[src/rtl/alu_pkg.sv]
// Shared opcode and sequencer-state types for the single-bit ALU slice and
// the bit-serial sequencer built around it.
package alu_pkg;

  typedef enum logic [2:0] {
    OP_AND      = 3'd0,
    OP_NOT      = 3'd1,
    OP_OR       = 3'd2,
    OP_XOR      = 3'd3,
    OP_ADD      = 3'd4,
    OP_SUB      = 3'd5,
    OP_TRANSFER = 3'd6,
    OP_TEST     = 3'd7
  } alu_op_e;

  typedef enum logic [1:0] {
    ST_IDLE = 2'd0,
    ST_RUN  = 2'd1,
    ST_DONE = 2'd2
  } serial_state_e;

  // Only the arithmetic opcodes produce a meaningful final carry/borrow.
  function automatic logic is_arith(alu_op_e op);
    return (op == OP_ADD) || (op == OP_SUB);
  endfunction

endpackage

[src/rtl/alu1.sv]
// One-bit ALU slice: combinational result bit plus carry (ADD) or borrow (SUB).
module alu1
  import alu_pkg::*;
(
  input  logic    a,
  input  logic    b,
  input  logic    carry_in,
  input  alu_op_e op,
  output logic    y,
  output logic    carry_out
);

  always_comb begin
    y         = 1'b0;
    carry_out = 1'b0;
    case (op)
      OP_AND:      y = a & b;
      OP_NOT:      y = ~a;
      OP_OR:       y = a | b;
      OP_XOR:      y = a ^ b;
      OP_ADD: begin
        y         = a ^ b ^ carry_in;
        carry_out = (a & b) | (a & carry_in) | (b & carry_in);
      end
      OP_SUB: begin
        // carry_in/carry_out act as borrow-in/borrow-out
        y         = a ^ b ^ carry_in;
        carry_out = (~a & (b | carry_in)) | (b & carry_in);
      end
      OP_TRANSFER: y = a;
      OP_TEST:     y = ~(a ^ b);
      default: begin
        y         = 1'b0;
        carry_out = 1'b0;
      end
    endcase
  end

endmodule

[src/rtl/alu_serial.sv]
// Bit-serial ALU sequencer: feeds one alu1 slice LSB-first and assembles a
// WIDTH-bit result plus final carry/borrow in WIDTH+2 cycles per operation.
//
// state | meaning
// IDLE  | ready high, waiting for start
// RUN   | one operand bit per clock through alu1, carry held in c
// DONE  | result/carry_out just loaded, done pulse high
module alu_serial
  import alu_pkg::*;
#(
  parameter int WIDTH = 4
) (
  input  logic             clk,
  input  logic             rst_n,
  input  logic             start,
  output logic             ready,
  input  logic [WIDTH-1:0] a,
  input  logic [WIDTH-1:0] b,
  input  logic [2:0]       select,
  input  logic             carry_in,
  output logic [WIDTH-1:0] result,
  output logic             carry_out,
  output logic             done
);

  localparam int CW = (WIDTH > 2) ? $clog2(WIDTH) : 1;
  localparam int RW = WIDTH - 1;
  localparam logic [CW-1:0] LAST = CW'(WIDTH - 1);

  serial_state_e    state_q, state_d;
  logic [WIDTH-1:0] a_sh_q, a_sh_d;
  logic [WIDTH-1:0] b_sh_q, b_sh_d;
  logic [RW-1:0]    res_sh_q, res_sh_d;
  alu_op_e          op_q, op_d;
  logic             c_q, c_d;
  logic [CW-1:0]    cnt_q, cnt_d;
  logic [WIDTH-1:0] result_q, result_d;
  logic             carry_out_q, carry_out_d;
  logic             done_q, done_d;

  logic bit_y;
  logic bit_c;

  alu1 u_alu1 (
    .a         (a_sh_q[0]),
    .b         (b_sh_q[0]),
    .carry_in  (c_q),
    .op        (op_q),
    .y         (bit_y),
    .carry_out (bit_c)
  );

  always_ff @(posedge clk or negedge rst_n) begin
    if (!rst_n) begin
      state_q     <= ST_IDLE;
      a_sh_q      <= '0;
      b_sh_q      <= '0;
      res_sh_q    <= '0;
      op_q        <= OP_AND;
      c_q         <= 1'b0;
      cnt_q       <= '0;
      result_q    <= '0;
      carry_out_q <= 1'b0;
      done_q      <= 1'b0;
    end else begin
      state_q     <= state_d;
      a_sh_q      <= a_sh_d;
      b_sh_q      <= b_sh_d;
      res_sh_q    <= res_sh_d;
      op_q        <= op_d;
      c_q         <= c_d;
      cnt_q       <= cnt_d;
      result_q    <= result_d;
      carry_out_q <= carry_out_d;
      done_q      <= done_d;
    end
  end

  always_comb begin
    state_d     = state_q;
    a_sh_d      = a_sh_q;
    b_sh_d      = b_sh_q;
    res_sh_d    = res_sh_q;
    op_d        = op_q;
    c_d         = c_q;
    cnt_d       = cnt_q;
    result_d    = result_q;
    carry_out_d = carry_out_q;
    done_d      = 1'b0;
    ready       = (state_q == ST_IDLE);

    case (state_q)
      ST_IDLE: begin
        if (start) begin
          state_d = ST_RUN;
          a_sh_d  = a;
          b_sh_d  = b;
          op_d    = alu_op_e'(select);
          c_d     = carry_in;
          cnt_d   = '0;
        end
      end
      ST_RUN: begin
        a_sh_d   = a_sh_q >> 1;
        b_sh_d   = b_sh_q >> 1;
        // res_sh only needs the first WIDTH-1 bits; the last one goes straight to result
        res_sh_d = (res_sh_q >> 1) | (RW'(bit_y) << (RW - 1));
        c_d      = bit_c;
        cnt_d    = cnt_q + CW'(1);
        if (cnt_q == LAST) begin
          state_d     = ST_DONE;
          result_d    = {bit_y, res_sh_q};
          carry_out_d = is_arith(op_q) ? bit_c : 1'b0;
          done_d      = 1'b1;
        end
      end
      ST_DONE: begin
        state_d = ST_IDLE;
      end
      default: begin
        state_d = ST_IDLE;
      end
    endcase
  end

  assign result    = result_q;
  assign carry_out = carry_out_q;
  assign done      = done_q;

endmodule

[config.mk]
export PLATFORM = sky130hd
export DESIGN_NAME = alu_serial
export DESIGN_NICKNAME = d
export VERILOG_FILES = /design/src/rtl/alu_pkg.sv /design/src/rtl/alu1.sv /design/src/rtl/alu_serial.sv
export SDC_FILE = /design/constraint.sdc
export NUM_CORES = 1
export LEC_CHECK = 0
export BUFFER_PORTS_ARGS = -buffer_cell sky130_fd_sc_hd__buf_2
export CAP_MARGIN = 15
export CORE_UTILIZATION = 54
export DETAILED_ROUTE_END_ITERATION = 7
export PLACE_DENSITY = 0.77
export SETUP_SLACK_MARGIN = 0.5
export SLEW_MARGIN = 20
export SYNTH_ARGS = -nofsm -noshare
export SYNTH_HDL_FRONTEND = slang
export SYNTH_HIERARCHICAL = 1
export SYNTH_SLANG_ARGS = --single-unit
[constraint.sdc]
create_clock -name clk -period 1.95 [get_ports clk]
set_clock_uncertainty 0.15 [all_clocks]
set_input_delay 0.39 -clock clk [delete_from_list [all_inputs] [get_ports clk]]
set_output_delay 0.39 -clock clk [all_outputs]
set_load 0.01 [all_outputs]
==> flow_metrics.py, run 1 <==
metrics = {
    "status": {
        "status": "finished, final reports clean",
    },
    "critical_path": {
        "slowest_stage": "dfrtp_2",
        "critPathRequiredTime_ps": 2030,
        "endpoint_kind": "flop",
        "path_class": "flop to flop",
        "path_delay_family": "flip-flops",
        "cp.arrival_ps": 1730,
        "r2r-start": "a_sh_q[0]",
        "cp-start-kind": "flop",
        "path_max_fanout": 3,
        "rrSetupSlack_ps": 300,
        "crit_buf_inv": 1,
        "path_cells": "inv_2 > ha_4 > xor2_1 > a21oi_1 > a211oi_2 > mux2_4",
        "reg2regPathDepth": 6,
        "worstReg2RegEnd": "res_sh_q[2]",
        "crit_path_max_incr_delay_ps": 450,
    },
    "timing": {
        "hold_violations": 0,
        "tns_ps": 0,
        "slew_violations": 0,
        "min_period_ps": 1650,
        "holdWs_ps": 125,
        "setup_violations": 0,
        "worst_pin_slew_ps": 547,
        "relSlewSlack_pct": 63.5,
        "fmax_ghz": 0.605,
        "final.period_utilization_pct": 84.8,
        "rsz0062_at_grt": "true",
    },
    "finish": {
        "drive_gt1_share_pct": 47.8,
        "synthToLayoutAreaGrowth_pct": 22.4,
        "mostFrequentLayoutCells": "dfrtp_1, buf_2, o22ai_1, buf_4, inv_1",
        "final_common_cell": "dfrtp_1",
        "n_antenna_cell": 0,
        "fin_nets": 155,
    },
    "clock_tree": {
        "insertion_delay_ps": 330,
        "numCtsBuffers": 3,
        "cts_root_buffer": "clkbuf_4",
        "h-tree-depth": 1,
        "cts_max_path_buffers": 2,
        "cts_tree": "yes",
        "clock_sinks": 25,
        "clk_pin_slew_ps": 130,
    },
    "min_path": {
        "worstHoldStart": "b[3]",
        "hold_path.class": "primary input to flop",
        "min_path_cells": 3,
        "holdPathEnd": "b_sh_q[3]",
    },
    "grt": {
        "use_met3_pct": 3.70,
        "use_met2_pct": 33.6,
        "grt_max_degree": 26,
        "use_met1_pct": 26.5,
        "gr-usage-all-layers_pct": 20.5,
        "grt_pass1_vias": 840,
        "grt_pass1_wl_um": 3730,
        "grt_overflow": 0,
        "antenna_found_initial": 0,
        "gr-max-usage-layer": "met2",
    },
    "detailed_routing": {
        "drc": 0,
        "viasPerCell": 5.48,
        "totalWireLength_um": 2330,
        "postRouteAntennaNets": 0,
        "wl_per_cell_um": 14.3,
        "vias": 893,
        "drt-initial-drc-count": 27,
        "firstDrtPassIters": 7,
    },
    "synthesis": {
        "ys_seq_elements": 25,
        "synth-edff-count": 0,
        "synth_top_area_share_pct": 50.5,
        "synth_top_area_cell": "dfrtp_1",
        "yosysWarnings": 6,
        "ys_dominant_reg_cell": "dfrtp_1",
        "synth_cell_type_count": 33,
        "async_reset_ff_share_pct": 100,
        "syn-num-nets": 122,
        "netlist_instances": 104,
        "yosys-top-cells-area": "dfrtp_1, mux2_4, o22ai_1, mux2_2, ha_1",
        "syn-cell-area_sq_um": 1240,
        "syn_avg_cell_area_sq_um": 11.9,
        "yosysSeqAreaShare_pct": 50.5,
    },
    "placement": {
        "portBuffers": 21,
        "hpwl_um": 1530,
        "place_congestion": 0.747,
    },
    "pwr": {
        "power.density_nw_per_um2": 1710,
        "p_leak_nw": 0.738,
        "ir_worst_vdd_mv": 1.15,
    },
    "floorplanning": {
        "die_h_um": 49.9,
        "coreArea_sq_um": 2060,
        "rows": 16,
        "initial_core_util_pct": 60.1,
        "fp.dieW_um": 49.9,
        "io_pins": 22,
        "dieArea_sq_um": 2490,
    },
    "run": {
        "cap_viol_max_count": 0,
    },
}
[how the worst max path moves through the flow]
stage,from,to,slack (ps),cells past startpoint
2_1_floorplan,a_sh_q[0],res_sh_q[2],350,4
3_3_place_gp,b_sh_q[0],result[3],290,6
3_5_place_dp,b_sh_q[0],result[3],250,6
4_1_cts,state_q[1],ready,290,2
5_1_grt,b_sh_q[0],result[3],250,6
6_report,a_sh_q[0],res_sh_q[2],300,6
[area by class of cell]
class	instances	area [sq um]
Sequential cell	25	629
Tap cell	27	33.8
Multi-Input combinational cell	66	597
Fill cell	142	544
Inverter	9	33.8
Timing Repair Buffer	32	198
Clock buffer	4	26.3
[synth_stat cells (all sizes together), types with 2 or more instances]
master   count
a21oi        7
a2bb2oi      2
and2         2
buf          4
dfrtp       25
ha           3
inv          9
mux2        10
nand2        4
nand2b       3
nand3b       2
nor2         5
o21ai        5
o22ai       10
[state kept, by name (all words and copies together), names as in the netlist]
signal	count
done	1
cnt_q	2
c_q	1
b_sh_q	4
op_q	3
state_q	2
carry_out	1
result	4
res_sh_q	3
a_sh_q	4
[layer usage]
metal	share of wire, %	vias up	wire (um)
li1	-	436	-
met1	46	429	1070
met2	49	26	1140
met3	4.1	2	96
met4	1.2	0	28
met5	0	-	0
[worst reg2reg max path: cells and delay by family, from the launching register on]
| family | cells | cell delay [ps] |
|---|---|---|
| adders and majority gates | 1 | 200 |
| DFF | 1 | 450 |
| AOI/OAI and AO/OA | 2 | 270 |
| xor gates and xnor gates | 1 | 140 |
| muxes | 1 | 270 |
| buffers and inverters | 1 | 70 |
[stage by stage]
| stage | total power, W | instances | setup WS, ps | util (%) | instance area, sq um |
|---|---|---|---|---|---|
| after detailed placement | 0.00212 | 148 | 246 | 66.1 | 1360 |
| after CTS | 0.00244 | 157 | 292 | 69.7 | 1440 |
| after global placement | 0.00208 | 148 | 294 | 66.1 | 1360 |
| final | 0.00260 | 163 | 297 | 73.6 | 1520 |
| after floorplan | 0.00192 | 104 | 347 | - | 1260 |
| after global routing | 0.00279 | 163 | 246 | 73.6 | 1520 |
[power by group]
part | total [W] | switching [W] | internal [W]
clock network | 0.000231 | 0.000151 | 0.0000804
logic | 0.00138 | 0.000597 | 0.000782
registers | 0.000985 | 0.000217 | 0.000768
[cell families after synthesis]
kind of cell | count (synthesis) | share of synthesized area, %
flops | 25 | 50.5
simple gates | 19 | 11.0
fa+ha+maj | 4 | 3.94
mux | 10 | 10.9
compound gates | 31 | 16.4
buf+inv | 13 | 5.85
xor+xnor | 2 | 1.41
[what timing repair did]
item                                    4_1_cts  5_1_grt
endpoints found under the hold margin        25        0
gates resized for setup                       4        7
pin swaps                                     0        5
hold buffers                                  1        0
endpoints found under the setup margin        8       10
setup buffers                                 4        6
No activity file was read; power rests on OpenSTA's default activity.
==> run 2: changes to the inputs <==
--- a/config.mk
+++ b/config.mk
@@ -7,9 +7,9 @@
 export LEC_CHECK = 0
 export BUFFER_PORTS_ARGS = -buffer_cell sky130_fd_sc_hd__buf_2
 export CAP_MARGIN = 15
-export CORE_UTILIZATION = 54
+export CORE_UTILIZATION = 49
 export DETAILED_ROUTE_END_ITERATION = 7
-export PLACE_DENSITY = 0.77
+export PLACE_DENSITY = 0.74
 export SETUP_SLACK_MARGIN = 0.5
 export SLEW_MARGIN = 20
 export SYNTH_ARGS = -nofsm -noshare
==> constraint.sdc (replaced) <==
create_clock -name clk -period 1.52 [get_ports clk]
set_clock_uncertainty 0.15 [all_clocks]
set_input_delay 0.304 -clock clk [delete_from_list [all_inputs] [get_ports clk]]
set_output_delay 0.304 -clock clk [all_outputs]
set_load 0.01 [all_outputs]
==> flow_metrics.py, run 2 (synthesized netlist as in run 1, its figures left out) <==
metrics = {
    "placement": {
        "portBuffers": 21,
        "place_congestion": 0.758,
        "hpwl_um": 1700,
        "dp_cells": 155,
    },
    "finish": {
        "n_antenna_cell": 0,
        "nFillCells": 127,
        "drive_gt1_share_pct": 67.8,
        "fin_cells": 180,
        "mostFrequentLayoutCells": "dfrtp_1, buf_2, buf_6, buf_4, mux2_4",
        "fin_nets": 171,
        "ff_latch_area_sq_um": 629,
        "synthToLayoutAreaGrowth_pct": 48.7,
        "multi_input_area_sq_um": 729,
        "final_common_cell": "dfrtp_1",
        "post-route-util_pct": 80.3,
    },
    "grt": {
        "grt_overflow": 0,
        "gr-max-usage-layer": "met2",
        "grt_max_degree": 26,
        "use_met1_pct": 27.3,
        "gr-usage-all-layers_pct": 20.6,
        "antenna_found_initial": 0,
        "grt_pass1_vias": 907,
        "use_met2_pct": 34.0,
        "grt_pass1_wl_um": 4080,
        "use_met3_pct": 4.06,
    },
    "clock_tree": {
        "h-tree-depth": 1,
        "numCtsBuffers": 3,
        "clk_pin_slew_ps": 140,
        "insertion_delay_ps": 320,
        "cts_tree": "yes",
        "cts_root_buffer": "clkbuf_4",
        "cts_max_path_buffers": 2,
        "clock_sinks": 25,
    },
    "detailed_routing": {
        "postRouteAntennaNets": 0,
        "vias": 1015,
        "viasPerCell": 5.64,
        "wl_per_cell_um": 18.3,
        "drc": 0,
        "firstDrtPassIters": 4,
        "totalWireLength_um": 3290,
        "drt-initial-drc-count": 29,
    },
    "critical_path": {
        "path_class": "flop to flop",
        "path_cells": "buf_4 > nor2b_4 > maj3_2 > o211a_1 > nand2_1 > o31ai_1",
        "path_max_fanout": 4,
        "slowest_stage": "dfrtp_2",
        "endpoint_kind": "flop",
        "crit_path_max_incr_delay_ps": 450,
        "cp.arrival_ps": 1790,
        "cp-start-kind": "flop",
        "critPathRequiredTime_ps": 1600,
    },
    "pwr": {
        "ir_worst_vdd_mv": 1.72,
        "p_leak_nw": 0.887,
        "power.density_nw_per_um2": 2350,
    },
    "timing": {
        "min_period_ps": 1710,
        "slew_violations": 0,
        "setup_ws_ps": -191,
        "rsz0062_at_grt": "true",
        "final.period_utilization_pct": 113,
        "fmax_ghz": 0.585,
        "relSlewSlack_pct": 63.2,
        "worst_pin_slew_ps": 553,
        "setup_violations": 5,
        "hold_violations": 25,
        "holdWs_ps": -202,
    },
    "status": {
        "failed_checks": "hold timing, setup timing",
        "status": "finished, violations left",
    },
    "floorplanning": {
        "initial_core_util_pct": 54.0,
        "dieArea_sq_um": 2740,
        "rows": 17,
        "die_h_um": 52.3,
        "fp.dieW_um": 52.3,
        "coreArea_sq_um": 2300,
        "io_pins": 22,
    },
    "min_path": {
        "hold_path.class": "primary input to asynchronous set/reset pin",
    },
    "run": {
        "cap_viol_max_count": 0,
    },
}
[run 2: final timing paths]
path                                 from         to  slack [ps]  cells after the start
worst min-delay path                rst_n   cnt_q[0]        -200                      1
worst max register to register  a_sh_q[0]  carry_out        -190                      6
min in group clk                     b[3]  b_sh_q[3]          60                      3
max in group asynchronous           rst_n  a_sh_q[0]        1010                      1
worst min register to register  b_sh_q[3]  b_sh_q[3]         360                      2
worst max-delay path            a_sh_q[0]  carry_out        -190                      6
[run 2: per-layer routing]
| layer | vias up | wire length, um |
|---|---|---|
| met3 | 4 | 185 |
| met5 | - | 0 |
| li1 | 478 | - |
| met2 | 56 | 1680 |
| met1 | 477 | 1390 |
| met4 | 0 | 27 |
[run 2: repair_timing]
item | in CTS | in global routing
gates resized for setup | 26 | 24
endpoints found under the hold margin | 25 | 25
pin swaps | 6 | 14
setup endpoints to repair | 32 | 32
gates cloned | 0 | 1
buffers inserted | 9 | 11
[run 2: layout make-up]
type / instances / share of cell area [%]
Tap cell: 28 / 1.90
Sequential cell: 25 / 34.1
Multi-Input combinational cell: 67 / 39.6
Clock inverter: 1 / 0.271
Timing Repair Buffer: 47 / 20.6
Clock buffer: 3 / 1.22
Inverter: 9 / 2.37
[run 2: power by group]
| part | total (W) | switching (W) | internal [W] |
|---|---|---|---|
| clock | 0.000297 | 0.000199 | 0.0000983 |
| sequential | 0.00131 | 0.000324 | 0.000985 |
| combinational | 0.00272 | 0.00114 | 0.00158 |
| total | 0.00433 | 0.00166 | 0.00267 |
[run 2: per-stage QoR]
step | total power [W] | cell area, sq um | setup slack, ps | TNS, ps | hold slack, ps
after floorplan | 0.00253 | 1300 | -83.1 | -158 | -142
after global placement | 0.00286 | 1450 | -69.8 | -190 | 172
after detailed placement | 0.00293 | 1450 | -119 | -306 | 176
after CTS | 0.00360 | 1610 | -152 | -470 | -185
after global routing | 0.00455 | 1840 | -254 | -1020 | -173
final | 0.00433 | 1840 | -191 | -749 | -202
[run 2: critical path, delay by kind of cell (launching register included)]
kind,cells,cell delay [ps]
adders and majority gates,1,230
and+or+nand+nor,2,240
buffers and inverters,1,160
DFF,1,450
AOI/OAI and AO/OA,2,390
